File: src/rtl/sm_vcu_responder.sv
// sm_vcu_responder
// Coprocessor-side responder for the CPU register-file mailbox. It snoops the
// register-file write port; writes to CMD_REG are queued into a small command
// FIFO and executed in order by a multi-cycle unit (operand load, 12-step
// shift-add multiply, programmable delay, clear).
//
// Ports:
//   clk           system clock, all state on posedge
//   rst           asynchronous active-high reset
//   a3            register-file write address (snooped)
//   we3           register-file write enable (snooped)
//   wd3           register-file write data (snooped)
//   vcu_reg_rdata status/result word mirrored into x30:
//                 {busy, fifo_full, drop, 1'b0, fifo_count[2:0], 1'b0, result[23:0]}
//                 Every field comes straight from a flop.

module sm_vcu_responder #(
    parameter logic [4:0] CMD_REG    = 5'd31,
    parameter int         FIFO_DEPTH = 4
) (
    input  logic        clk,
    input  logic        rst,
    input  logic [4:0]  a3,
    input  logic        we3,
    input  logic [31:0] wd3,
    output logic [31:0] vcu_reg_rdata
);

    localparam int PW = (FIFO_DEPTH > 1) ? $clog2(FIFO_DEPTH) : 1;
    localparam logic [3:0] DEPTH_C = 4'(FIFO_DEPTH);

    localparam logic [3:0] OP_LDA = 4'h1;
    localparam logic [3:0] OP_MUL = 4'h2;
    localparam logic [3:0] OP_DLY = 4'h3;
    localparam logic [3:0] OP_CLR = 4'h4;

    typedef enum logic [1:0] {
        ST_IDLE = 2'd0,
        ST_MUL  = 2'd1,
        ST_DLY  = 2'd2
    } state_t;

    // Only the opcode and the 24-bit payload are ever consumed, so bits
    // [27:24] of the written word are not stored.
    logic [27:0]   fifo_mem_r [FIFO_DEPTH];
    logic [PW-1:0] wr_ptr_r, rd_ptr_r;
    logic [PW-1:0] wr_ptr_nx_s, rd_ptr_nx_s;
    logic [3:0]    count_r, count_nx_s;

    state_t        state_r, state_nx_s;
    logic [11:0]   a_r, a_nx_s;
    logic [23:0]   result_r, result_nx_s;
    logic          drop_r, drop_nx_s;
    logic [23:0]   cnt_r, cnt_nx_s;
    logic [23:0]   mcand_r, mcand_nx_s;
    logic [11:0]   mplier_r, mplier_nx_s;
    logic [23:0]   acc_r, acc_nx_s;
    logic          busy_r, busy_nx_s;
    logic          full_r, full_nx_s;

    logic [27:0]   head_s;
    logic [3:0]    head_op_s;
    logic [23:0]   head_arg_s;
    logic          push_req_s, push_ok_s, pop_s, fifo_full_s;
    logic [23:0]   step_add_s;

    assign head_s     = fifo_mem_r[rd_ptr_r];
    assign head_op_s  = head_s[27:24];
    assign head_arg_s = head_s[23:0];

    // Next-state, datapath and FIFO bookkeeping for the command engine.
    always_comb begin
        state_nx_s  = state_r;
        a_nx_s      = a_r;
        result_nx_s = result_r;
        drop_nx_s   = drop_r;
        cnt_nx_s    = cnt_r;
        mcand_nx_s  = mcand_r;
        mplier_nx_s = mplier_r;
        acc_nx_s    = acc_r;
        pop_s       = 1'b0;
        step_add_s  = mplier_r[0] ? mcand_r : 24'd0;

        // Fullness is judged on the current count, before any same-edge pop.
        push_req_s  = we3 && (a3 == CMD_REG);
        fifo_full_s = (count_r == DEPTH_C);
        push_ok_s   = push_req_s && !fifo_full_s;

        case (state_r)
            ST_IDLE: begin
                if (count_r != 4'd0) begin
                    pop_s = 1'b1;
                    case (head_op_s)
                        OP_LDA: begin
                            a_nx_s = head_arg_s[11:0];
                        end
                        OP_MUL: begin
                            mcand_nx_s  = {12'd0, a_r};
                            mplier_nx_s = head_arg_s[11:0];
                            acc_nx_s    = 24'd0;
                            cnt_nx_s    = 24'd11;
                            state_nx_s  = ST_MUL;
                        end
                        OP_DLY: begin
                            if (head_arg_s != 24'd0) begin
                                cnt_nx_s   = head_arg_s - 24'd1;
                                state_nx_s = ST_DLY;
                            end else begin
                                state_nx_s = ST_IDLE;
                            end
                        end
                        OP_CLR: begin
                            a_nx_s      = 12'd0;
                            result_nx_s = 24'd0;
                            drop_nx_s   = 1'b0;
                        end
                        default: begin
                            state_nx_s = ST_IDLE;
                        end
                    endcase
                end else begin
                    state_nx_s = ST_IDLE;
                end
            end
            ST_MUL: begin
                // The last of the 12 steps folds straight into result, so
                // result only changes on the final MUL edge.
                if (cnt_r == 24'd0) begin
                    result_nx_s = acc_r + step_add_s;
                    state_nx_s  = ST_IDLE;
                end else begin
                    acc_nx_s    = acc_r + step_add_s;
                    mcand_nx_s  = {mcand_r[22:0], 1'b0};
                    mplier_nx_s = {1'b0, mplier_r[11:1]};
                    cnt_nx_s    = cnt_r - 24'd1;
                end
            end
            ST_DLY: begin
                if (cnt_r == 24'd0) begin
                    state_nx_s = ST_IDLE;
                end else begin
                    cnt_nx_s = cnt_r - 24'd1;
                end
            end
            default: begin
                state_nx_s = ST_IDLE;
            end
        endcase

        // A rejected push sets drop even if a CLR is retiring on the same edge.
        if (push_req_s && fifo_full_s) begin
            drop_nx_s = 1'b1;
        end else begin
            drop_nx_s = drop_nx_s;
        end

        wr_ptr_nx_s = push_ok_s ? (wr_ptr_r + PW'(1)) : wr_ptr_r;
        rd_ptr_nx_s = pop_s     ? (rd_ptr_r + PW'(1)) : rd_ptr_r;

        case ({push_ok_s, pop_s})
            2'b10:   count_nx_s = count_r + 4'd1;
            2'b01:   count_nx_s = count_r - 4'd1;
            default: count_nx_s = count_r;
        endcase

        // Status bits are precomputed from next-state values so the published
        // word is a plain concatenation of flops yet never lags the state.
        busy_nx_s = (state_nx_s != ST_IDLE) || (count_nx_s != 4'd0);
        full_nx_s = (count_nx_s == DEPTH_C);
    end

    // Command FIFO storage.
    always_ff @(posedge clk or posedge rst) begin
        if (rst) begin
            for (int i = 0; i < FIFO_DEPTH; i++) begin
                fifo_mem_r[i] <= 28'd0;
            end
        end else if (push_ok_s) begin
            fifo_mem_r[wr_ptr_r] <= {wd3[31:28], wd3[23:0]};
        end
    end

    // State, datapath and status registers.
    always_ff @(posedge clk or posedge rst) begin
        if (rst) begin
            state_r  <= ST_IDLE;
            wr_ptr_r <= '0;
            rd_ptr_r <= '0;
            count_r  <= 4'd0;
            a_r      <= 12'd0;
            result_r <= 24'd0;
            drop_r   <= 1'b0;
            cnt_r    <= 24'd0;
            mcand_r  <= 24'd0;
            mplier_r <= 12'd0;
            acc_r    <= 24'd0;
            busy_r   <= 1'b0;
            full_r   <= 1'b0;
        end else begin
            state_r  <= state_nx_s;
            wr_ptr_r <= wr_ptr_nx_s;
            rd_ptr_r <= rd_ptr_nx_s;
            count_r  <= count_nx_s;
            a_r      <= a_nx_s;
            result_r <= result_nx_s;
            drop_r   <= drop_nx_s;
            cnt_r    <= cnt_nx_s;
            mcand_r  <= mcand_nx_s;
            mplier_r <= mplier_nx_s;
            acc_r    <= acc_nx_s;
            busy_r   <= busy_nx_s;
            full_r   <= full_nx_s;
        end
    end

    assign vcu_reg_rdata = {busy_r, full_r, drop_r, 1'b0, count_r[2:0], 1'b0, result_r};

endmodule

File: config.mk
export PLATFORM = sky130hd
export DESIGN_NAME = sm_vcu_responder
export DESIGN_NICKNAME = d
export VERILOG_FILES = /design/src/rtl/sm_vcu_responder.sv
export SDC_FILE = /design/constraint.sdc
export NUM_CORES = 1
export LEC_CHECK = 0
export ABC_AREA = 1
export CAP_MARGIN = 20
export CELL_PAD_IN_SITES_DETAIL_PLACEMENT = 1
export CELL_PAD_IN_SITES_GLOBAL_PLACEMENT = 2
export CORE_UTILIZATION = 32
export CTS_CLUSTER_DIAMETER = 40
export DETAILED_ROUTE_END_ITERATION = 12
export PLACE_DENSITY = 0.75
export SETUP_SLACK_MARGIN = 0.02
export SLEW_MARGIN = 20
export SYNTH_ARGS = -nofsm -noshare
export SYNTH_HDL_FRONTEND = slang
export SYNTH_SLANG_ARGS = --single-unit
File: constraint.sdc
create_clock -name clk -period 20.8 [get_ports clk]
set_clock_uncertainty 0.15 [all_clocks]
set_input_delay 4.16 -clock clk [delete_from_list [all_inputs] [get_ports clk]]
set_output_delay 4.16 -clock clk [all_outputs]
set_load 0.02 [all_outputs]
# Word level (Yosys, flattened, before mapping)
# Cells that the tools add are included.
[classes] addsub=7 multipliers=0 n_div=0 magnitude_cmp=3 eq_ne=19 shifts=0 muxes=41 n_bitwise=2 n_reduce_logical=25
[op_table] cell="$mux W24" n=13
[op_table] cell="$pmux W24 S2" n=5
[op_table] cell="$bwmux W112" n=1
[op_table] cell="$mux W28" n=3
[op_table] cell="$bmux W28 S2" n=1
[op_table] cell="$demux W28 S2" n=1
[op_table] cell="$pmux W12 S2" n=2
[op_table] cell="$sub A24 B1 Y24 const B" n=2
[op_table] cell="$mux W12" n=3
[op_table] cell="$add A24 B24 Y24" n=1
[op_table] cell="$logic_not A24 Y1" n=1
[op_table] cell="$reduce_bool A24 Y1" n=1
[op_table] cell="$reduce_bool A2 Y1" n=7
[op_table] cell="$eq A4 B3 Y1 const B" n=3
[op_table] cell="$eq A4 B2 Y1 const B" n=2
[op_table] cell="$ne A2 B2 Y1 const B" n=4
[op_table] cell="$pmux W4 S2" n=1
[op_table] cell="$reduce_and A4 Y1" n=2
[op_table] cell="$reduce_bool A4 Y1" n=2
[op_table] cell="$ge A3 B3 Y1 const B" n=2
[op_table] cell="$mux W1" n=6
[op_table] cell="$mux W2" n=3
[op_table] cell="$not A2 Y3" n=2
[op_table] cell="$pmux W2 S3" n=1
[op_table] cell="other kinds (19)" n=28
[word_totals] reg_bits=245 latch_bits=0 mem_bits_rw=0 mem_bits_ro=0 input_bits=40 out_inout_bits=32 elab_cells=114 n_memories=0

# Longest topological paths before layout
[logic_depth] ltp_word=11 mapped_depth=20

# Least setup slack after synthesis
# Ideal clock, no wire load.
[synth_path] path_type="input-to-reg" start="in a3[3]" end="reg busy_r" setup_ns=0.127 arrival_ns=6.107 slack_ns=14.416 stages=13 cell_sequence="nand2_1 > nor2_1 > nand2_1 > nor2_1 > inv_1 > ha_1 > xor2_1 > ha_1 > nand2_1 > nand2_1 > or2_2 > nor3_1 > nand3_1"
[synth_via] elab_chain_len=7 elab_cells_between_ends=8 classes_between="3 x eq/ne; 1 x mux; 4 x reduce/logical"
[synth_lines] item="from (decl)" line="23" text="input logic [4:0] a3,"
[synth_lines] item="$eq A5 B5 Y1 *" line="85" text="push_req_s = we3 && (a3 == CMD_REG);"
[synth_lines] item="$logic_and A1 B1 Y1 *" line="85"
[synth_lines] item="$logic_and A1 B1 Y1 *" line="87" text="push_ok_s = push_req_s && !fifo_full_s;"
[synth_lines] item="$eq A2 B1 Y1 or $eq A2 B2 Y1 (tied branches)" line="160" text="case ({push_ok_s, pop_s})"
[synth_lines] item="$pmux W4 S2 *" line="160"
[synth_lines] item="named net count_nx_s[1]" line="48" text="logic [3:0] count_r, count_nx_s;"
[synth_lines] item="$reduce_bool A4 Y1 *" line="168" text="busy_nx_s = (state_nx_s != ST_IDLE) || (count_nx_s != 4'd0);"
[synth_lines] item="$logic_or A1 B1 Y1 *" line="168"
[synth_lines] item="named net busy_nx_s" line="58" text="logic busy_r, busy_nx_s;"
[synth_lines] item="to (signal assigned)" line="211" text="busy_r <= busy_nx_s;"
[synth_lines] item="to (decl)" line="58"
# The timed path passes the listed nets; every way through them passes the cells marked *.
# A chain may end at the register's enable or synchronous reset.

# Worst setup path in the final report
# Same ends and word-level chain as after synthesis.

==> flow_summary.yaml <==
worst_hold_path:
  hold_path.startpoint: "result_r[1]"
  worstHoldPathType: "reg -> reg"
drt:
  route.detailed.drc: 0
  drt-pass1-iter-count: 4
  vias: 12100
  first_iter_violations: 567
  avgViaCountPerCell: 4.84
  wl_per_cell_um: 16.0
  ant_nets: 0
  finalWirelength_um: 40100
placement:
  post-dp-hpwl_um: 27100
  numPortBuffers: 65
  routabilityCongestion: 0.871
  placed_cell_area_mm2: 0.0146
  pre_cts_ws_ns: 13.47
sta:
  max_freq_ghz: 0.146
  timing.final.crit_share: 0.329
  maxSlewViolCount: 0
  final.setup.tns_ns: 0
  whs_ns: 0.320
  finalHoldViolations: 0
  setup_viol: 0
  min_period_ns: 6.83
  setup_slack_ns: 13.97
  max_slew_margin: 0.387
  worst_pin_slew_ns: 0.919
  rsz0062_at_grt: "false"
pwr:
  powerDensity_mw_per_mm2: 140
  leakagePower_nw: 8.21
  ir_drop_uv: 74.4
  total_power_mw: 2.29
critical_path:
  worstPathRequired_ns: 21.11
  rr_startpoint: "rd_ptr_r[0]"
  worst-path-max-fanout: 8
  setup.worst_path.end_class: "flip-flop"
  crit_arrival_ns: 7.14
  crit_path_start: "a3[3]"
  startpoint_type: "input port"
  crit_type: "in -> reg"
synth:
  synthCells: 1879
  post-synth-top-count-cell: "nand2_1"
  ys_warn_count: 0
  synth-seq-area-share: 0.449
  synth.area.top_cells: "dfrtp_1 45%, nand2_1 19%, o21ai_0 8.3%, nand3_1 4.7%, inv_1 4.6%"
  async_flop_share: 1.00
  synth-edff-count: 0
  synth_top_cell_area_share: 0.449
  syn_avg_cell_area_um2: 7.27
  synth_ff_type: "dfrtp_1"
  netlist_area_mm2: 0.0137
  synth_common_cells: "706 x nand2_1, 245 x dfrtp_1, 226 x o21ai_0, 167 x inv_1, 128 x nand3_1"
  ys_types: 39
  synth_top_area_cell: "dfrtp_1"
  ys_ff_latch: 245
layout:
  design_area_mm2: 0.0164
  antenna-diode-count: 0
  final_nets: 2003
  drive_above_1_share: 0.0691
  syn_to_final_growth_pct: 20.2
cts:
  htreeDepth: 2
  holdBufCountCts: 0
  cts_buffer_depth: 3
  post_cts_resized: 0
  root_buffer: "clkbuf_16"
  postCtsSetupRepairBufs: 0
  cts_tree: "yes"
  cts_sinks: 245
  clock_latency_ns: 0.59
  numCtsBuffers: 54
  clk_pin_slew_worst_paths_ns: 0.04
floorplan:
  num_rows: 75
  initial_utilization: 0.325
  die_h_um: 209
  core_mm2: 0.0420
  fp.dieW_um: 209
  io_pins: 72
  die_area_mm2: 0.0435
grt:
  grt_max_degree: 138
  antenna_found_initial: 0
  grt_pass1_wl_um: 67500
  grt_usage: 0.191
  grt_overflow: 0
  grt_pass1_vias: 12800
run_status:
  status: "finished, final reports clean"
flow_run:
  cap_violations: 0
cell usage in the layout, fill, tap and decap left out, drive strengths merged, types with 2 or more instances in the layout:
cell           netlist  final
bufinv               0      2
o21ai              240    240
o22ai                2      2
conb                 1      2
nand2              717    717
xor2                13     13
nor2               100    100
nor3                16     16
o21bai               4      4
nand4               14     14
dfrtp              245    245
nor4                 2      2
clkdlybuf4s50        0     65
nand3              128    128
nand3b               5      5
o31ai               13     13
and2                 5      5
xnor2                7      7
ha                  36     36
o21a                 3      3
a21oi               56     56
clkbuf              33     67
buf                 54     12
inv                173    182
clkinvlp             0      9
or2                  5      5
clkinv               0     10
worst paths after layout:
path | to | slack (ns) | cells past startpoint
max in group asynchronous | fifo_mem_r[20] | 14.46 | 5
hold / removal | result_r[1] | 0.32 | 2
hold reg to reg | result_r[1] | 0.32 | 2
setup / recovery | busy_r | 13.97 | 14
setup reg to reg | mplier_r[10] | 16.60 | 16
min in group asynchronous | result_r[1] | 3.82 | 2
logic make-up (layout without fill, tap and decap cells):
kind of cell    after synthesis  in the layout  share of synthesized area
buf+inv                     260            347                     0.0825
compound gates              323            323                      0.123
other cells                   1              2                   0.000274
fa+ha+maj                    37             37                     0.0344
flops                       245            245                      0.449
simple gates                993            993                      0.298
xor+xnor                     20             20                     0.0128
worst max-delay path, stage by stage:
cell and delay (ns):
clkdlybuf4s50_1 0.45, nand2_1 0.05, nor2_1 0.16, nand2_1 0.07, nor2_1 0.63, inv_1 0.15, ha_1 0.29, xor2_1 0.19
ha_1 0.26, nand2_1 0.07, nand2_1 0.06, or2_2 0.30, nor3_1 0.19, nand3_1 0.09
metal layers:
metal	GRT usage	part of all wire
met1	0.241	0.46
met2	0.334	0.49
met3	0.0263	0.025
met4	0.0692	0.027
met5	0	0
state kept, by name, summed over array words and instances (netlist names), 4 cells and up:
name,cells
result_r,24
a_r,12
count_r,4
acc_r,24
cnt_r,24
fifo_mem_r,112
mcand_r,24
mplier_r,12
stage by stage:
step | cells | utilization
finish | 2506 | 0.391
global route | 2506 | 0.391
CTS | 2505 | 0.390
detailed placement | 2408 | 0.348
global placement | 2407 | 0.347
floorplan | 1880 | -
power breakdown:
part	leakage, nW	internal [mW]	switching (mW)
Clock	0.838	0.529	0.292
Sequential	3.32	0.572	0.0690
Combinational	4.05	0.242	0.587
Total	8.21	1.34	0.948
cell type report:
cell class,count,area (um2)
Inverter,173,657
Fill cell,5212,25600
Timing Repair Buffer,77,773
Sequential cell,245,6130
Tap cell,539,674
Multi-Input combinational cell,1375,6430
Clock inverter,30,290
Clock buffer,67,1470
No activity file was read; power rests on OpenSTA's default activity.
